## src/rtl/instr_encoder_pkg.sv

```systemverilog
// Shared encodings for the instruction encoder: request selects, opcode/cmd fields, FSM states.
// Pure definitions, no logic.
// Imported by instr_field_pack and instr_encoder.
package instr_encoder_pkg;

  // Request mnemonic selects (9-15 are illegal)
  localparam logic [3:0] SEL_ADD = 4'd0;
  localparam logic [3:0] SEL_SUB = 4'd1;
  localparam logic [3:0] SEL_AND = 4'd2;
  localparam logic [3:0] SEL_ORR = 4'd3;
  localparam logic [3:0] SEL_CMP = 4'd4;
  localparam logic [3:0] SEL_LSL = 4'd5;
  localparam logic [3:0] SEL_LSR = 4'd6;
  localparam logic [3:0] SEL_LDR = 4'd7;
  localparam logic [3:0] SEL_STR = 4'd8;

  // Instruction op field
  localparam logic [1:0] OP_DP  = 2'b00;
  localparam logic [1:0] OP_MEM = 2'b01;

  // cmd field values understood by the core's decoder
  localparam logic [3:0] CMD_ADD = 4'b0100;
  localparam logic [3:0] CMD_SUB = 4'b0010;
  localparam logic [3:0] CMD_AND = 4'b0000;
  localparam logic [3:0] CMD_ORR = 4'b1100;
  localparam logic [3:0] CMD_CMP = 4'b1010;
  localparam logic [3:0] CMD_LSL = 4'b0011;
  localparam logic [3:0] CMD_LSR = 4'b0001;

  // Shift type codes placed in Src2[6:5]
  localparam logic [1:0] SH_LSL = 2'b00;
  localparam logic [1:0] SH_LSR = 2'b01;

  typedef enum logic [1:0] {
    ST_IDLE = 2'd0,
    ST_LOAD = 2'd1,
    ST_DONE = 2'd2
  } state_e;

endpackage

```

## src/rtl/instr_field_pack.sv

```systemverilog
// Maps a symbolic request (select + register/immediate fields) to a 32-bit machine word.
// Latency: purely combinational.
// No flow control; illegal_o flags selects 9-15 (word_o is don't-care then).
module instr_field_pack
  import instr_encoder_pkg::*;
(
  input  logic [3:0]  sel_i,
  input  logic [3:0]  cond_i,
  input  logic [3:0]  rn_i,
  input  logic [3:0]  rd_i,
  input  logic [3:0]  rm_i,
  input  logic [11:0] imm_i,
  output logic [31:0] word_o,
  output logic        illegal_o
);

  logic [1:0]  op;
  logic [5:0]  funct;
  logic [3:0]  rn;
  logic [3:0]  rd;
  logic [11:0] src2;

  // Select per-mnemonic field values; defaults describe a register-operand DP op
  always_comb begin
    op        = OP_DP;
    funct     = 6'b000000;
    rn        = rn_i;
    rd        = rd_i;
    src2      = {8'h00, rm_i};
    illegal_o = 1'b0;
    case (sel_i)
      SEL_ADD: funct = {1'b0, CMD_ADD, 1'b0};
      SEL_SUB: funct = {1'b0, CMD_SUB, 1'b0};
      SEL_AND: funct = {1'b0, CMD_AND, 1'b0};
      SEL_ORR: funct = {1'b0, CMD_ORR, 1'b0};
      SEL_CMP: begin
        // Compare only sets flags, so Rd carries no meaning
        funct = {1'b0, CMD_CMP, 1'b1};
        rd    = 4'h0;
      end
      SEL_LSL: begin
        funct = {1'b1, CMD_LSL, 1'b0};
        rn    = 4'h0;
        src2  = {imm_i[4:0], SH_LSL, 1'b0, rm_i};
      end
      SEL_LSR: begin
        funct = {1'b1, CMD_LSR, 1'b0};
        rn    = 4'h0;
        src2  = {imm_i[4:0], SH_LSR, 1'b0, rm_i};
      end
      SEL_LDR: begin
        op    = OP_MEM;
        funct = 6'b011001;
        src2  = imm_i;
      end
      SEL_STR: begin
        op    = OP_MEM;
        funct = 6'b011000;
        src2  = imm_i;
      end
      default: illegal_o = 1'b1;
    endcase
    word_o = {cond_i, op, funct, rn, rd, src2};
  end

endmodule

```

## src/rtl/instr_encoder.sv

```systemverilog
// Accepts symbolic instruction requests and writes encoded words to consecutive imem addresses.
// Latency: imem write strobe one cycle after request acceptance; 1 request/cycle throughput.
// req_ready only in LOAD while word_count < IMEM_DEPTH; illegal selects are consumed without a write.
module instr_encoder
  import instr_encoder_pkg::*;
#(
  parameter int          IMEM_DEPTH = 64,
  parameter logic [31:0] BASE_ADDR  = 32'h0000_0000
) (
  input  logic        clk,
  input  logic        reset,
  input  logic        start,
  input  logic        req_valid,
  output logic        req_ready,
  input  logic [3:0]  req_sel,
  input  logic [3:0]  req_cond,
  input  logic [3:0]  req_rn,
  input  logic [3:0]  req_rd,
  input  logic [3:0]  req_rm,
  input  logic [11:0] req_imm,
  input  logic        req_last,
  output logic        imem_we,
  output logic [31:0] imem_addr,
  output logic [31:0] imem_wdata,
  output logic        busy,
  output logic        done,
  output logic        err,
  output logic        ovf,
  output logic [6:0]  word_count
);

  localparam logic [6:0] DEPTH_C = 7'(IMEM_DEPTH);

  state_e      state_q, state_d;
  logic [6:0]  word_count_q;
  logic [31:0] ptr_q;
  logic        err_q, ovf_q;
  logic        we_q;
  logic [31:0] addr_q, wdata_q;

  logic [31:0] enc_word;
  logic        enc_illegal;
  logic        accept;
  logic        session_start;
  logic        mem_full;

  instr_field_pack u_pack (
    .sel_i     (req_sel),
    .cond_i    (req_cond),
    .rn_i      (req_rn),
    .rd_i      (req_rd),
    .rm_i      (req_rm),
    .imm_i     (req_imm),
    .word_o    (enc_word),
    .illegal_o (enc_illegal)
  );

  // word_count counts words already committed, so ready drops right after the last slot is taken
  assign req_ready     = (state_q == ST_LOAD) && (word_count_q < DEPTH_C);
  assign accept        = req_valid && req_ready;
  assign session_start = start && (state_q != ST_LOAD);
  assign mem_full      = (state_q == ST_LOAD) && (word_count_q >= DEPTH_C);

  // Next-state logic: accepted last request wins over the memory-full stop
  always_comb begin
    state_d = state_q;
    case (state_q)
      ST_IDLE: if (start) state_d = ST_LOAD;
      ST_LOAD: begin
        if (accept && req_last) state_d = ST_DONE;
        else if (mem_full)      state_d = ST_DONE;
      end
      ST_DONE: if (start) state_d = ST_LOAD;
      default: state_d = ST_IDLE;
    endcase
  end

  // State register
  always_ff @(posedge clk) begin
    if (reset) state_q <= ST_IDLE;
    else       state_q <= state_d;
  end

  // Session bookkeeping and the registered write port
  always_ff @(posedge clk) begin
    if (reset) begin
      word_count_q <= 7'd0;
      ptr_q        <= 32'h0;
      err_q        <= 1'b0;
      ovf_q        <= 1'b0;
      we_q         <= 1'b0;
      addr_q       <= 32'h0;
      wdata_q      <= 32'h0;
    end else begin
      we_q <= 1'b0;
      if (session_start) begin
        word_count_q <= 7'd0;
        ptr_q        <= BASE_ADDR;
        err_q        <= 1'b0;
        ovf_q        <= 1'b0;
      end else if (accept) begin
        if (enc_illegal) begin
          err_q <= 1'b1;
        end else begin
          we_q         <= 1'b1;
          addr_q       <= ptr_q;
          wdata_q      <= enc_word;
          ptr_q        <= ptr_q + 32'd4;
          word_count_q <= word_count_q + 7'd1;
        end
      end else if (mem_full) begin
        // Reached only when the final slot was filled without req_last
        ovf_q <= 1'b1;
      end
    end
  end

  assign imem_we    = we_q;
  assign imem_addr  = addr_q;
  assign imem_wdata = wdata_q;
  assign busy       = (state_q == ST_LOAD);
  assign done       = (state_q == ST_DONE);
  assign err        = err_q;
  assign ovf        = ovf_q;
  assign word_count = word_count_q;

endmodule

```

## config.mk

```make
export PLATFORM = sky130hd
export DESIGN_NAME = instr_encoder
export DESIGN_NICKNAME = d
export VERILOG_FILES = /design/src/rtl/instr_encoder_pkg.sv /design/src/rtl/instr_field_pack.sv /design/src/rtl/instr_encoder.sv
export SDC_FILE = /design/constraint.sdc
export NUM_CORES = 1
export LEC_CHECK = 0
export CORE_MARGIN = 10
export CORE_UTILIZATION = 48
export DETAILED_ROUTE_END_ITERATION = 8
export PLACE_DENSITY = 0.8
export SLEW_MARGIN = 20
export SYNTH_ARGS = -nofsm -noshare
export SYNTH_HDL_FRONTEND = slang
export SYNTH_SLANG_ARGS = --single-unit
```

## constraint.sdc

```tcl
create_clock -name clk -period 2.4 [get_ports clk]
set_input_delay 0.48 -clock clk [delete_from_list [all_inputs] [get_ports clk]]
set_output_delay 0.48 -clock clk [all_outputs]
set_load 0.005 [all_outputs]
```

**Word-level counts from Yosys, hierarchy flattened**

Index checks and enable logic that the tools add are counted.

- Bits in registers: 108
- Bits of input ports: 37
- Output and inout port bits: 77
- Word-level logic and storage cells: 57

- Add/sub/neg operators: 2
- $lt $le $gt $ge: 2
- Equality and inequality tests: 13
- Multiplexer cells: 10
- Bitwise logic cells: 3
- Reduce and logical (&&, ||, !) cells: 19

Operator list:

| operator | number |
|---|---|
| $pmux 6 s7 | 1 |
| $pmux 12 s3 | 1 |
| $add 32x3->32 const B | 1 |
| $eq 4x3->1 const B | 4 |
| $reduce_or 2->1 | 5 |
| $reduce_or 9->1 | 1 |
| $eq 4x2->1 const B | 2 |
| $mux 4 | 2 |
| $reduce_and 2->1 | 4 |
| $add 7x1->7 const B | 1 |
| $ge 7x7->1 const B | 1 |
| $lt 7x7->1 const B | 1 |
| $mux 2 | 3 |
| $logic_and 1x1->1 | 5 |
| $eq 4x1->1 const B | 1 |
| $eq 4x4->1 const B | 1 |
| $logic_not 4->1 | 1 |
| $ne 2x1->1 const B | 2 |
| $pmux 2 s2 | 1 |
| $ne 3x1->1 const B | 1 |
| $not 1->1 | 3 |
| $reduce_and 3->1 | 1 |
| $reduce_or 3->1 | 1 |
| $eq 2x1->1 const B | 1 |
| other kinds (3) | 4 |

**Depth between registers and ports, before layout**

- Depth in word-level cells: 6
- Gate-level depth with buffers: 8
- Gate-level depth less buffers: 5

**Cells and area by module**

A second synthesis with hierarchy kept.

- Cell total of the unflattened synthesis: 601
- Area, all modules: 4752.1 µm²

Modules (own cells, without submodules):

| module | times used | cells each | area each (µm²) | sequential area each (µm²) |
|---|---|---|---|---|
| instr_encoder | 1 | 507 | 4108.9 | 2082.0 |
| instr_field_pack | 1 | 94 | 643.1 | 0.0 |

**Worst setup path before layout**

No wires, ideal clock.

- Kind: input -> register
- Start point: input req_sel[1]
- End point: register ptr_q[10]
- Library setup time: 0.071 ns
- Arrival: 2.113 ns
- Required time: 2.329 ns
- Slack: 0.217 ns
- Stages: 7
- Buffers on the path: 3
- Cell sequence: buf_6 o31a_1 buf_6 or4_1 buf_2 or3_1 a21oi_1

- Cells in the longest elaborated chain, start to end: 3
- Elaborated cells between the ends (all ways): 11
- Those cells by class: eq/ne: 8; reduce/logical: 3

RTL lines:

| element | RTL line | text |
|---|---|---|
| start: declaration | instr_encoder.sv:15 | `input logic [3:0] req_sel,` |
| $eq 4x2->1 (tied with other cells) | instr_field_pack.sv:31 | `case (sel_i)` |
| $reduce_or 9->1 (no line) * | -- |  |
| $reduce_and 2->1 (no line) * | -- |  |
| end signal: assignment | instr_encoder.sv:108 | `ptr_q <= ptr_q + 32'd4;` |
| end: declaration | instr_encoder.sv:36 | `logic [31:0] ptr_q;` |

Every way passes the cells marked *; elsewhere a longest branch is shown, timed or not.
A chain may end at the register's enable or synchronous reset.

**Worst setup path after layout**

- Start point: input req_sel[0]
- End point: register ptr_q[10]

Same word-level chain as after synthesis.

==> summary.md <==
| Metric | Value |
|---|---|
| Outcome | complete, no violations |
| CTS clk-pin slew, worst paths | about 0.10 ns |
| # port buffers | between 100 and 150 |
| H-tree levels | 3 |
| Clk Latency, worst-skew pair | approximately 0.36 ns |
| Sw Ratio | 23.4% |
| Number of cell rows | 34 |
| Place WS | -0.159 ns |
| P_leak | roughly 1.8 nW |
| Post-route cell area | 5760 um2 |
| Drt pass-1 iters | 5 |
| Area Overhead vs Synth | 33.5% |
| Hold crit path type | reg2reg |
| Flop-to-flop setup slack | 0.19 ns |
| Clk_skew | between 0.01 and 0.015 ns |
| #FFs+latches synth | between 100 and 150 |
| Final period utilization | 92.3% |
| Pwr Density | between 500 and 600 nW/um2 |
| Hpwl dp | 9.01 mm |
| Total GRT Usage | around 18% |
| Share of layout cells above drive strength 1 | between 6 and 7% |
| Commonest cells in the netlist | 102 x dfxtp_1, 93 x nand2_1, 75 x a21oi_1, 39 x nor2_1, 31 x clkbuf_1 |
| Largest net degree at the start of global routing | approximately 40 |
| Seq pwr share | 55.8% |
| Synth Cell Area | approximately 4300 um2 |
| Starting density of the core | about half |
| Final design utilization | 66.1% |
| # Max-Cap Violations | 0 |
| Clk root buf | clkbuf_8 |
| Yosys top cell by area | dfxtp_1 |
| Fmax achieved | between 0.4 and 0.5 GHz |
| Final Hold Fails | 0 |
| Top post-synthesis cells by area | dfxtp_1 47%, a21oi_1 8.7%, nand2_1 8.1%, nor2_1 3.4%, or4_1 2.8% |
| CTS max path bufs | 2 |
| Clk pwr share | a little over a third |
| Max stage delay on crit path | 0.69 ns |
| Post-Synthesis Cells | between 500 and 600 |
| CP Capture Type | flop |
| GPL Wtd Cong | between 0.8 and 0.9 |
| Diode count | 0 |
| Die width | approximately 110 um |
| Final WS setup | around 0.18 ns |
| Buf/Inv on CP | 1 |
| Top cell type's share of synthesized area | a little under half |
| Boundary Pins | around 110 |
| Core Region | between 8000 and 9000 um2 |
| Unrepaired setup endpoints after global routing | no |
| Area after DPL | approximately 5600 um2 |
| Net switching power | approximately 0.00072 W |
| Routed WL per cell | 16.6 um |
| CP Cell Sequence | clkdlybuf4s50_1 > o31a_1 > or4_1 > or3_1 > a21oi_1 |
| Wirelength, routed | about 12 mm |
| Req. time, crit path | approximately 2.7 ns |
| Warnings from Yosys | 0 |
| DRC | 0 |
| CP Data Arrival Time | 2.50 ns |
| Clk sinks | 102 |
| CTS tree | built |
| Min Tclk post-route | approximately 2.2 ns |
| Combinational share of power | a little under a tenth |
| DR vias/cell | 5.66 |
| Post-synth EDFFs | 0 |
| # resized after CTS | 0 |
| Fin. max-slew vios | 0 |
| Crit path kind | in2reg |
| Post-CTS setup buffer count | 0 |
| Syn_area_per_cell | approximately 8 um2 |
| Prevailing post-synth register cell | dfxtp_1 |
| Internal | 0.00236 W |
| DR vias | 4195 |
| Top Family by Delay on Critical Path | simple AND/OR/NAND/NOR gates |
| Distinct cells, synth | 51 |
| Vias in the first global route | 4050 |
| Critical path's slowest cell | or4_1 |
| Number of clock buffers inserted by TritonCTS | 9 |
| Gr ovfl total | 0 |
| Post-route ant nets | 0 |
| Seq/Total Area, Yosys | a little under half |
| First-pass GRT wire length | roughly 20 mm |
| Die area | roughly 13000 um2 |
| Crit path max fanout | 8 |
| Final setup violation count | 0 |
| Initial antenna violation count | 0 |
| CTS hold repair buffers | 0 |
| Fillers | around 730 |
| Cell with the most instances after synthesis | dfxtp_1 |
| Starting DRT DRC Count | approximately 270 |
| Fraction of registers with async set/reset | 0% |
| CP startpoint kind | primary input |
| Fin nets | approximately 670 |
| Setup TNS | 0 ns |
| Die Y | between 100 and 150 um |
| Worst VDD drop | around 300 uV |
==> state kept, by name, summed over array words and instances (netlist names) <==
name,flops
word_count,7
imem_wdata,30
ptr_q,30
ovf,1
imem_we,1
state_q,2
imem_addr,30
err,1
==> path summary, 6_finish.rpt <==
path	from	to	cells past startpoint
worst max-delay path	req_sel[0]	ptr_q[10]	5
worst min-delay path	imem_wdata[18]	imem_wdata[18]	2
worst max register to register	ptr_q[9]	ptr_q[29]	4
worst min register to register	imem_wdata[18]	imem_wdata[18]	2
==> cells in the final DEF (no fill, tap or decap), types with 3 or more instances in the layout <==
cell	instances
inv_1	6
nor3_1	12
nor2b_1	3
nand3_1	22
a211oi_1	4
xor2_1	5
buf_12	3
or3_1	9
a21oi_1	75
conb_1	3
a221oi_1	5
nor2_1	38
clkdlybuf4s50_1	109
dfxtp_1	102
or4_1	16
o21ai_0	15
a211o_1	4
o31ai_1	11
nand2_1	92
xnor2_1	7
clkbuf_8	10
and4_1	4
buf_4	20
nand4_1	14
==> power by group through the flow <==
| stage | Sequential (W) | Clock (W) | Combinational, W |
|---|---|---|---|
| after detailed placement | 0.00176 | 0 | 0.000281 |
| after global routing | 0.00172 | 0.00117 | 0.000308 |
| final | 0.00172 | 0.00108 | 0.000282 |
| after global placement | 0.00176 | 0 | 0.000276 |
| after floorplan | 0.00176 | 0 | 0.000127 |
| after CTS | 0.00172 | 0.00110 | 0.000283 |
==> cells by family (layout without fill, tap and decap cells) <==
kind of cell / after synthesis / count (layout) / share of synthesized area, %
multiplexers: 1 / 1 / 0.232
flip-flops: 102 / 102 / 47.3
adder cells (fa/ha/maj): 2 / 2 / 0.579
XOR/XNOR: 12 / 12 / 2.43
AND/OR/NAND/NOR: 230 / 230 / 26.2
AO/OA/AOI/OAI: 129 / 129 / 17.8
buffers and inverters: 52 / 154 / 5.42
other: 1 / 3 / 0.0868
==> layer usage <==
metal  wire length (um)  track usage, %  share of wire [%]  vias up
met2               6100            30.3                 50      130
met1               4990            21.1                 41     1985
li1                   -               -                  -     2067
met4                112            4.79               0.91        0
met3               1090            6.56                8.9       13
met5                  0               0                  0        -
==> tightest hold or removal path, stage by stage (launching register included) <==
cell and delay [ns]:
dfxtp_1 0.32, nand2_1 0.05, a21oi_1 0.05
==> metrics by stage <==
stage                     hold WS, ns  cells  power (W)
after global routing            0.471    741    0.00320
after floorplan                 0.440    531    0.00189
after global placement          0.438    726    0.00204
after CTS                       0.456    741    0.00311
final                           0.454    741    0.00309
after detailed placement        0.442    726    0.00204
==> area by class of cell <==
type / count / area [um2] / area share, %
Tap cell: 108 / 135 / 2.34
Timing Repair Buffer: 133 / 1310 / 22.7
Multi-Input combinational cell: 377 / 2060 / 35.7
Clock buffer: 11 / 141 / 2.45
Sequential cell: 102 / 2040 / 35.4
Clock inverter: 4 / 56.3 / 0.977
Inverter: 6 / 22.5 / 0.391
Note: power is estimated with default switching activity, not from simulation.
